$ cat config.mk
export PLATFORM = sky130hd
export DESIGN_NAME = tx_link_blk_reader
export DESIGN_NICKNAME = d
export VERILOG_FILES = /design/src/rtl/tx_link_blk_reader.sv
export SDC_FILE = /design/constraint.sdc
export NUM_CORES = 1
export LEC_CHECK = 0
export BUFFER_PORTS_ARGS = -buffer_cell sky130_fd_sc_hd__buf_2
export CELL_PAD_IN_SITES_DETAIL_PLACEMENT = 0
export CELL_PAD_IN_SITES_GLOBAL_PLACEMENT = 1
export CORE_AREA = 2 2 261 263
export DETAILED_ROUTE_END_ITERATION = 8
export DIE_AREA = 0 0 263 265
export GPL_TIMING_DRIVEN = 0
export HOLD_SLACK_MARGIN = 0.05
export PLACE_DENSITY = 0.55
export SLEW_MARGIN = 20
export SYNTH_ARGS = -nofsm -noshare
export SYNTH_HDL_FRONTEND = slang
export SYNTH_SLANG_ARGS = --single-unit
$ cat constraint.sdc
create_clock -name iCLK -period 3.26 [get_ports iCLK]
set_input_delay 0.652 -clock iCLK [delete_from_list [all_inputs] [get_ports iCLK]]
set_output_delay 0.652 -clock iCLK [all_outputs]
set_load 0.1 [all_outputs]
$ cat src/rtl/tx_link_blk_reader.sv
// Link block reader: streams one 4KB block per popped link number out of the data FIFO
// as a run of posted-write TLPs aimed at that link's current ring slot.
module tx_link_blk_reader #(
    parameter int PORTS      = 12,
    parameter int PORT_WIDTH = $clog2(PORTS),
    parameter int BLK_BEATS  = 128,
    parameter int SLOTS      = 16
) (
    input  logic                  iCLK,
    input  logic                  iRST_N,
    input  logic [255:0]          iFIFO_DATA,
    input  logic                  iFIFO_EMPTY,
    output logic                  oFIFO_RD_ACK,
    input  logic [PORT_WIDTH-1:0] iLINK_NUMBER,
    input  logic                  iLINK_NUM_EMPTY,
    output logic                  oBLK_DONE_PULSE,
    output logic                  oTX_REQ,
    input  logic                  iTX_GNT,
    output logic [63:0]           oTX_ADDR,
    output logic [9:0]            oTX_LEN,
    output logic [255:0]          oTX_DATA,
    output logic                  oTX_DATA_V,
    output logic                  oTX_SOP,
    output logic                  oTX_EOP,
    input  logic                  iTX_READY,
    input  logic                  iREG_ENABLE,
    input  logic [63:0]           iREG_BASE_ADDR,
    input  logic [1:0]            iREG_MPS,
    output logic                  oHIP_BLK_DONE,
    output logic [PORT_WIDTH-1:0] oHIP_LINK_NUMBER,
    output logic [2:0]            oREG_PS
);
    localparam int SLOT_W = $clog2(SLOTS);

    // IDLE wait for work | LOAD latch link/mps/addr | REQ ask HIP | DATA stream beats | DONE bump slot
    typedef enum logic [2:0] {
        IDLE = 3'd0,
        LOAD = 3'd1,
        REQ  = 3'd2,
        DATA = 3'd3,
        DONE = 3'd4
    } state_t;

    state_t                state_q, state_d;
    logic                  rst_done_q, rst_done_d;
    logic [PORT_WIDTH-1:0] link_q, link_d;
    logic [1:0]            mps_q, mps_d;
    logic [7:0]            beat_ctr_q, beat_ctr_d;
    logic [63:0]           tlp_addr_q, tlp_addr_d;
    logic [SLOT_W-1:0]     slot_q [PORTS];
    logic [SLOT_W-1:0]     slot_d [PORTS];

    logic [7:0]        bpt;
    logic [7:0]        pos;
    logic              is_sop, is_eop, last_beat;
    logic              beat_v, beat_acc;
    logic [SLOT_W-1:0] slot_cur;
    logic [63:0]       ring_off;

    always_comb begin
        unique case (mps_q)
            2'd0:    bpt = 8'd4;
            2'd1:    bpt = 8'd8;
            default: bpt = 8'd16;
        endcase
    end

    // Beat position inside the TLP falls out of the block beat count since bpt divides it.
    assign pos       = beat_ctr_q & (bpt - 8'd1);
    assign is_sop    = (pos == 8'd0);
    assign is_eop    = (pos == bpt - 8'd1);
    assign last_beat = ({1'b0, beat_ctr_q} + 9'd1) == 9'(BLK_BEATS);
    assign beat_v    = (state_q == DATA) && !iFIFO_EMPTY;
    assign beat_acc  = beat_v && iTX_READY;

    assign slot_cur = (32'(iLINK_NUMBER) < PORTS) ? slot_q[iLINK_NUMBER] : '0;
    assign ring_off = 64'({iLINK_NUMBER, slot_cur, 12'h000});

    assign oTX_DATA_V       = beat_v;
    assign oFIFO_RD_ACK     = beat_acc;
    assign oTX_SOP          = beat_v && is_sop;
    assign oTX_EOP          = beat_v && is_eop;
    assign oTX_DATA         = iFIFO_DATA;
    assign oTX_REQ          = (state_q == REQ);
    assign oTX_ADDR         = tlp_addr_q;
    assign oTX_LEN          = {bpt[6:0], 3'b000};
    assign oBLK_DONE_PULSE  = (state_q == DONE);
    assign oHIP_BLK_DONE    = (state_q == DONE);
    assign oHIP_LINK_NUMBER = link_q;
    assign oREG_PS          = state_q;

    always_comb begin
        state_d    = state_q;
        rst_done_d = 1'b1;
        link_d     = link_q;
        mps_d      = mps_q;
        beat_ctr_d = beat_ctr_q;
        tlp_addr_d = tlp_addr_q;
        slot_d     = slot_q;
        unique case (state_q)
            IDLE: begin
                if (rst_done_q && iREG_ENABLE && !iLINK_NUM_EMPTY && !iFIFO_EMPTY)
                    state_d = LOAD;
            end
            LOAD: begin
                link_d     = iLINK_NUMBER;
                mps_d      = iREG_MPS;
                beat_ctr_d = 8'd0;
                tlp_addr_d = iREG_BASE_ADDR + ring_off;
                state_d    = REQ;
            end
            REQ: begin
                if (iTX_GNT)
                    state_d = DATA;
            end
            DATA: begin
                if (beat_acc) begin
                    beat_ctr_d = beat_ctr_q + 8'd1;
                    if (is_eop) begin
                        if (last_beat) begin
                            state_d = DONE;
                        end else begin
                            tlp_addr_d = tlp_addr_q + (64'(bpt) << 5);
                            state_d    = REQ;
                        end
                    end
                end
            end
            DONE: begin
                if (32'(link_q) < PORTS)
                    slot_d[link_q] = (slot_q[link_q] == SLOT_W'(SLOTS - 1)) ? '0
                                                                            : slot_q[link_q] + 1'b1;
                state_d = IDLE;
            end
            default: state_d = IDLE;
        endcase
    end

    // rst_done_q holds off the first LOAD until one full cycle after reset release.
    always_ff @(posedge iCLK or negedge iRST_N) begin
        if (!iRST_N) begin
            state_q    <= IDLE;
            rst_done_q <= 1'b0;
            link_q     <= '0;
            mps_q      <= 2'd0;
            beat_ctr_q <= 8'd0;
            tlp_addr_q <= 64'd0;
            for (int i = 0; i < PORTS; i++)
                slot_q[i] <= '0;
        end else begin
            state_q    <= state_d;
            rst_done_q <= rst_done_d;
            link_q     <= link_d;
            mps_q      <= mps_d;
            beat_ctr_q <= beat_ctr_d;
            tlp_addr_q <= tlp_addr_d;
            slot_q     <= slot_d;
        end
    end
endmodule

; Word level (Yosys, flattened, before mapping)
; Cells that the tools add are included.
[totals]
wordCells = 87
ff_bits = 130
mem_bits_rw = 0
romBits = 0
inputBits = 333
latchBits = 0
output_inout_bits = 344
memories = 0
[op_classes]
div_mod_pow = 0
addsub = 6
bitwise = 3
n_lt_le_gt_ge = 5
shifts = 0
reduce_logical = 18
n_eq_ne = 13
n_mux = 24
n_mul = 0
[ops]
columns = op, n
row1 = 64-bit 2-to-1 mux, 3
row2 = 64-bit case mux with 2 select lines, 1
row3 = 64-bit by 13-bit adder with 64-bit output, 1
row4 = 64-bit by 20-bit adder with 64-bit output, 1
row5 = 48-bit bitwise mux, 1
row6 = 4-bit binary-select mux with 4-bit select, 2
row7 = 4-bit 2-to-1 mux, 7
row8 = 4-bit demux with 4-bit select, 1
row9 = 8-bit case mux with 2 select lines, 1
row10 = 3-bit 2-to-1 mux, 5
row11 = 3-bit case mux with 4 select lines, 1
row12 = "5-bit greater-or-equal comparator, second input constant", 2
row13 = 4-bit inverter with 5-bit output, 2
row14 = 5-bit case mux with 2 select lines, 1
row15 = "8-bit by 1-bit adder with 9-bit output, second input constant", 1
row16 = "9-bit by 8-bit == test with 1-bit output, second input constant", 1
row17 = "8-bit by 1-bit adder with 8-bit output, second input constant", 1
row18 = 8-bit AND, 1
row19 = 8-bit == test, 1
row20 = 1-bit logical AND, 8
row21 = 8-bit zero test, 1
row22 = "4-bit < comparator, second input constant", 2
row23 = 8-bit 2-to-1 mux, 1
row24 = "2-bit inequality test, second input constant", 4
row25 = 15 further kinds, 19

; Logic depth before layout (Yosys ltp)
[logic_depth]
depth_word = 8
depth_mapped = 15
mapped_depth_nobuf = 14

; Least setup slack after synthesis
; No wires, ideal clock.
[synth_timing]
path_kind = register to output
startpoint = reg mps_q[1]
endpoint = out oTX_SOP
required_ns = 2.608
path_stages_with_launch = 4
arrival_ns = 4.077
n_path_buf = 0
setup_slack_ns = -1.469
cell_sequence = dfrtp_1 nor2_1 o21ai_0 nor3_1
[synth_via]
elab_chain_cells = 6
elab_cells_between_ends = 7
classes_between = add/sub: 1 / eq/ne: 1 / mux: 1 / bitwise: 1 / reduce/logical: 3
[synth_rtl]
columns = item, line
row1 = from (decl), 47  ; logic [1:0] mps_q, mps_d;
row2 = from (signal assigned), 154  ; mps_q <= mps_d;
row3 = 2-bit by 1-bit == test with 1-bit output / 2-bit zero test (equally long branches), 61  ; unique case (mps_q)
row4 = 5-bit case mux with 2 select lines *, 61
row5 = via oTX_LEN[5], 20  ; output logic [9:0] oTX_LEN,
row6 = 8-bit by 1-bit subtractor with 8-bit output *, 69  ; assign pos = beat_ctr_q & (bpt - 8'd1);
row7 = 8-bit AND *, 69
row8 = 8-bit zero test *, 70  ; assign is_sop = (pos == 8'd0);
row9 = 1-bit logical AND *, 81  ; assign oTX_SOP = beat_v && is_sop;
row10 = to (decl), 23  ; output logic oTX_SOP,
; The timed path passes the listed nets; every way through them passes the cells marked *.

; Worst setup path in the final report
[layout_timing]
startpoint = in iLINK_NUMBER[0]
endpoint = reg tlp_addr_q[48] (netlist: oTX_ADDR[48])
[layout_via]
elab_chain_cells = 7
elab_cells_between_ends = 8
classes_between = add/sub: 1 / order compare: 1 / mux: 5 / bitwise: 1
[layout_rtl]
columns = item, line
row1 = from (decl), 14  ; input logic [PORT_WIDTH-1:0] iLINK_NUMBER,
row2 = 4-bit inverter with 5-bit output (not written as such), 76  ; assign slot_cur = (32'(iLINK_NUMBER) < PORTS) ? slot_q[iLINK_NUMBER] : '0;
row3 = 4-bit binary-select mux with 4-bit select, 76
row4 = 4-bit 2-to-1 mux (not written as such) (2 in a row), 76
row5 = 4-bit 2-to-1 mux, 76
row6 = 64-bit by 20-bit adder with 64-bit output *, 109  ; tlp_addr_d = iREG_BASE_ADDR + ring_off;
row7 = 64-bit case mux with 2 select lines *, 100  ; unique case (state_q)
row8 = to (signal assigned), 156  ; tlp_addr_q <= tlp_addr_d;
row9 = to (decl), 49  ; logic [63:0] tlp_addr_q, tlp_addr_d;
; Mark *: on every way between the ends. The rest lies on a longest branch, timed or not. The select of a mux whose other input is x is not followed.
; A chain may end at the register's enable or synchronous reset.

==> results_dict.tcl <==
set metrics [dict create \
    grt_pass1_wl_mm 69.5 \
    yosysWarnings 0 \
    crit_start "iLINK_NUMBER[0]" \
    grt_overflow_total 0 \
    synthFlopType "dfrtp_1" \
    rsz0062_at_grt "yes" \
    dp_hpwl_mm 40.5 \
    status "finished, violations left" \
    hold_viol_final 0 \
    violations "setup timing" \
    numCtsBuffers 17 \
    critPathSlowestCell "or4_4" \
    track_usage 0.137 \
    fmax_ghz 0.288 \
    wl_mm 50.6 \
    dr_wl_met2_mm 25.1 \
    period_minus_slack_ns 3.47 \
    die-area_mm2 0.0697 \
    cts_sinks 130 \
    first_pass_iters 5 \
    synth-edff-count 0 \
    cp.buffers_inverters 4 \
    fp.coreArea_mm2 0.0668 \
    cts_max_level 4 \
    synth_cells 1220 \
    syn_area_mm2 0.0106 \
    critical-path-top-delay-family "compound AO/OA/AOI/OAI gates" \
    cp.depth 17 \
    setup_ws_ns -0.213 \
    core.rowCount 95 \
    setup_viol 29 \
    synth_top_cell_area_share 0.308 \
    leakage_nw 7.31 \
    critPathRequiredTime_ns 3.65 \
    antenna_found_initial 15 \
    cts_tree "built" \
    viasPerCell 4.14 \
    rrSetupSlack_ns -0.14 \
    swShare 0.492 \
    crit_fanout 6 \
    wire_per_inst_um 19.6 \
    ios 677 \
    powerDensity_mw_per_mm2 425 \
    clk_pin_slew_ns 0.07 \
    fillCellCount 7337 \
    cp_slowest_stage_delay_ns 0.58 \
    maxSlewViolCount 0 \
    ys_top_cells_by_area "dfrtp_1, buf_4, mux4_2" \
    fp.dieH_um 265 \
    syn_avg_cell_area_um2 8.65 \
    routed-via-count 10700 \
    place_ws_ns -1.12 \
    clk_path_buf_depth 2 \
    final_cell_mix "buf_2, buf_4, nand2_1" \
    yosysSeqAreaShare 0.308 \
    ys_types 70 \
    critical_path.endpoint_type "register" \
    slew_headroom 0.319 \
    cap_violations 0 \
    p_sw_mw 3.17 \
    ir_drop_mv 0.263 \
    drc_errors 0 \
    path_cells "buf_12 > buf_16 > mux4_2 > mux2i_4 > o21ai_2 > ha_2 > inv_2 > fa_2 > nor2b_4 > o2111ai_4 > a31oi_4 > buf_6 > o21ai_4 > or4_4 > nand3_4 > o31ai_4 > a21oi_2" \
    timing.final.crit_share 1.07 \
    combinationalPowerShare 0.446 \
    final_common_cell "buf_2" \
    pwr-share-seq 0.266 \
    final_util 0.227 \
    clk-insertion-delay-late_ns 0.46 \
    r2r_start "slot_q[0]" \
    holdWs_ns 0.115 \
    rr_endpoint "oTX_ADDR[40]" \
    tightest_slew_ns 1.02 \
    grt_pass1_vias 10200 \
    dieWidth_um 263 \
    path_class "input pin to register" \
    crit_arrival_ns 3.86 \
    yosys.area.top_type "dfrtp_1" \
    min_path_type "input pin to asynchronous set/reset pin" \
    top_layer_used "met5" \
    wl_met3_mm 4.40 \
    synth_seq_cells 130 \
    r2r_cells 17 \
    clockPowerShare 0.288 \
    critPathLaunchType "input pin" \
    drtAntennaViolNets 0 \
    wirelength_met1_mm 19.4 \
    portBuffers 413 \
    nets 2041 \
    ctsHoldBuffers 0 \
    drive_gt1_frac 0.528 \
    endpoint "oTX_ADDR[48]" \
    intPower_mw 3.27 \
    grt_start_max_net_pins 72 \
    synthArstFlopShare 1.00 \
    start_util 0.158 \
    syn_to_final_growth_pct 43.4 \
    drtIter0Drc 590 \
    gp_congestion 0.820 \
    finalClockSkew_ns 0.0146 \
    cts_root_buffer "clkbuf_16" \
]
per-stage QoR:
stage | instance area (um2) | setup TNS (ns) | cells | power (mW)
after floorplan | 10700 | -0.243 | 1226 | 3.98
after global placement | 13900 | -122.03 | 2512 | 4.55
after detailed placement | 13900 | -36.40 | 2513 | 4.55
after CTS | 14900 | -3.39 | 2569 | 6.47
after global routing | 15100 | -8.31 | 2580 | 6.66
final | 15100 | -2.46 | 2581 | 6.44
Yosys cell counts (3+ instances only):
| cell type | n |
|---|---|
| a2bb2oi_1 | 3 |
| buf_2 | 12 |
| and4_1 | 8 |
| a31oi_1 | 12 |
| a221oi_1 | 4 |
| nor4_1 | 8 |
| nor2_1 | 84 |
| and3_1 | 24 |
| buf_4 | 267 |
| a21oi_1 | 69 |
| nor3_1 | 27 |
| a311oi_1 | 4 |
| nand2_1 | 131 |
| o211ai_1 | 4 |
| clkbuf_1 | 32 |
| nor2b_1 | 11 |
| nand2b_1 | 6 |
| xor2_1 | 27 |
| or3_1 | 3 |
| xnor2_1 | 36 |
| dfrtp_1 | 130 |
| o22ai_1 | 16 |
| mux2_2 | 36 |
| o21ai_1 | 3 |
| a21o_1 | 5 |
| inv_1 | 25 |
| o21ai_0 | 53 |
| nand4_1 | 20 |
| nand3_1 | 36 |
| o31ai_1 | 5 |
| mux4_2 | 24 |
| a211oi_1 | 10 |
| and2_1 | 7 |
| ha_1 | 14 |
| nand3b_1 | 6 |
| mux2i_1 | 8 |
| a22oi_1 | 6 |
| a211o_1 | 3 |
how the worst min path moves through the flow:
stage | to | startpoint | cells past startpoint | slack, ns
floorplan | beat_ctr_q[0] | iRST_N | 0 | 0.36
global placement | oTX_ADDR[3] | oTX_ADDR[3] | 2 | 0.46
detailed placement | oTX_ADDR[2] | oTX_ADDR[2] | 2 | 0.46
CTS | oTX_ADDR[6] | iRST_N | 1 | 0.13
global route | oTX_ADDR[6] | iRST_N | 1 | 0.15
finish | oTX_ADDR[6] | iRST_N | 1 | 0.11
cells by family (layout without fill, tap and decap cells):
family	Yosys count	count (layout)	synth area share
other	2	11	0.000712
xor gates and xnor gates	63	63	0.0523
AOI/OAI and AO/OA	216	217	0.125
and+or+nand+nor	387	387	0.179
DFF	130	130	0.308
buffers and inverters	338	816	0.217
adders and majority gates	16	16	0.0204
muxes	68	68	0.0972
state kept, by name, indices dropped and copies added, names as in the netlist:
register          cells
oHIP_LINK_NUMBER      4
beat_ctr_q            8
oTX_ADDR             64
rst_done_q            1
slot_q               48
oREG_PS               3
mps_q                 2
power groups by stage:
stage	Combinational, mW	Sequential (mW)	Clock [mW]
CTS	2.86	1.71	1.90
global route	2.99	1.72	1.96
finish	2.87	1.71	1.85
detailed placement	2.81	1.74	0
global placement	2.81	1.74	0
floorplan	2.10	1.88	0
per-layer routing:
layer | up-vias | GRT usage
met5 | - | 0
met1 | 5195 | 0.158
met4 | 16 | 0.0471
li1 | 4950 | -
met2 | 452 | 0.236
met3 | 77 | 0.0502
repair_timing:
action                     CTS  global route
hold endpoints to repair     0             0
cloned                       2             0
pin swaps                   40            32
setup buffers               24            10
gates resized for setup     50            43
setup endpoints to repair   62            74
layout make-up:
cell class,count,area [um2],area share
clock buffer,19,433,0.0286
sequential,130,3260,0.215
inverter,26,97.6,0.00645
clock inverter,13,105,0.00694
timing repair buffer,447,2440,0.161
tap,873,1090,0.0721
antenna,3,7.51,0.000496
buffer,311,2230,0.147
multi-input combinational,759,5480,0.362
No activity file was read; power rests on OpenSTA's default activity.
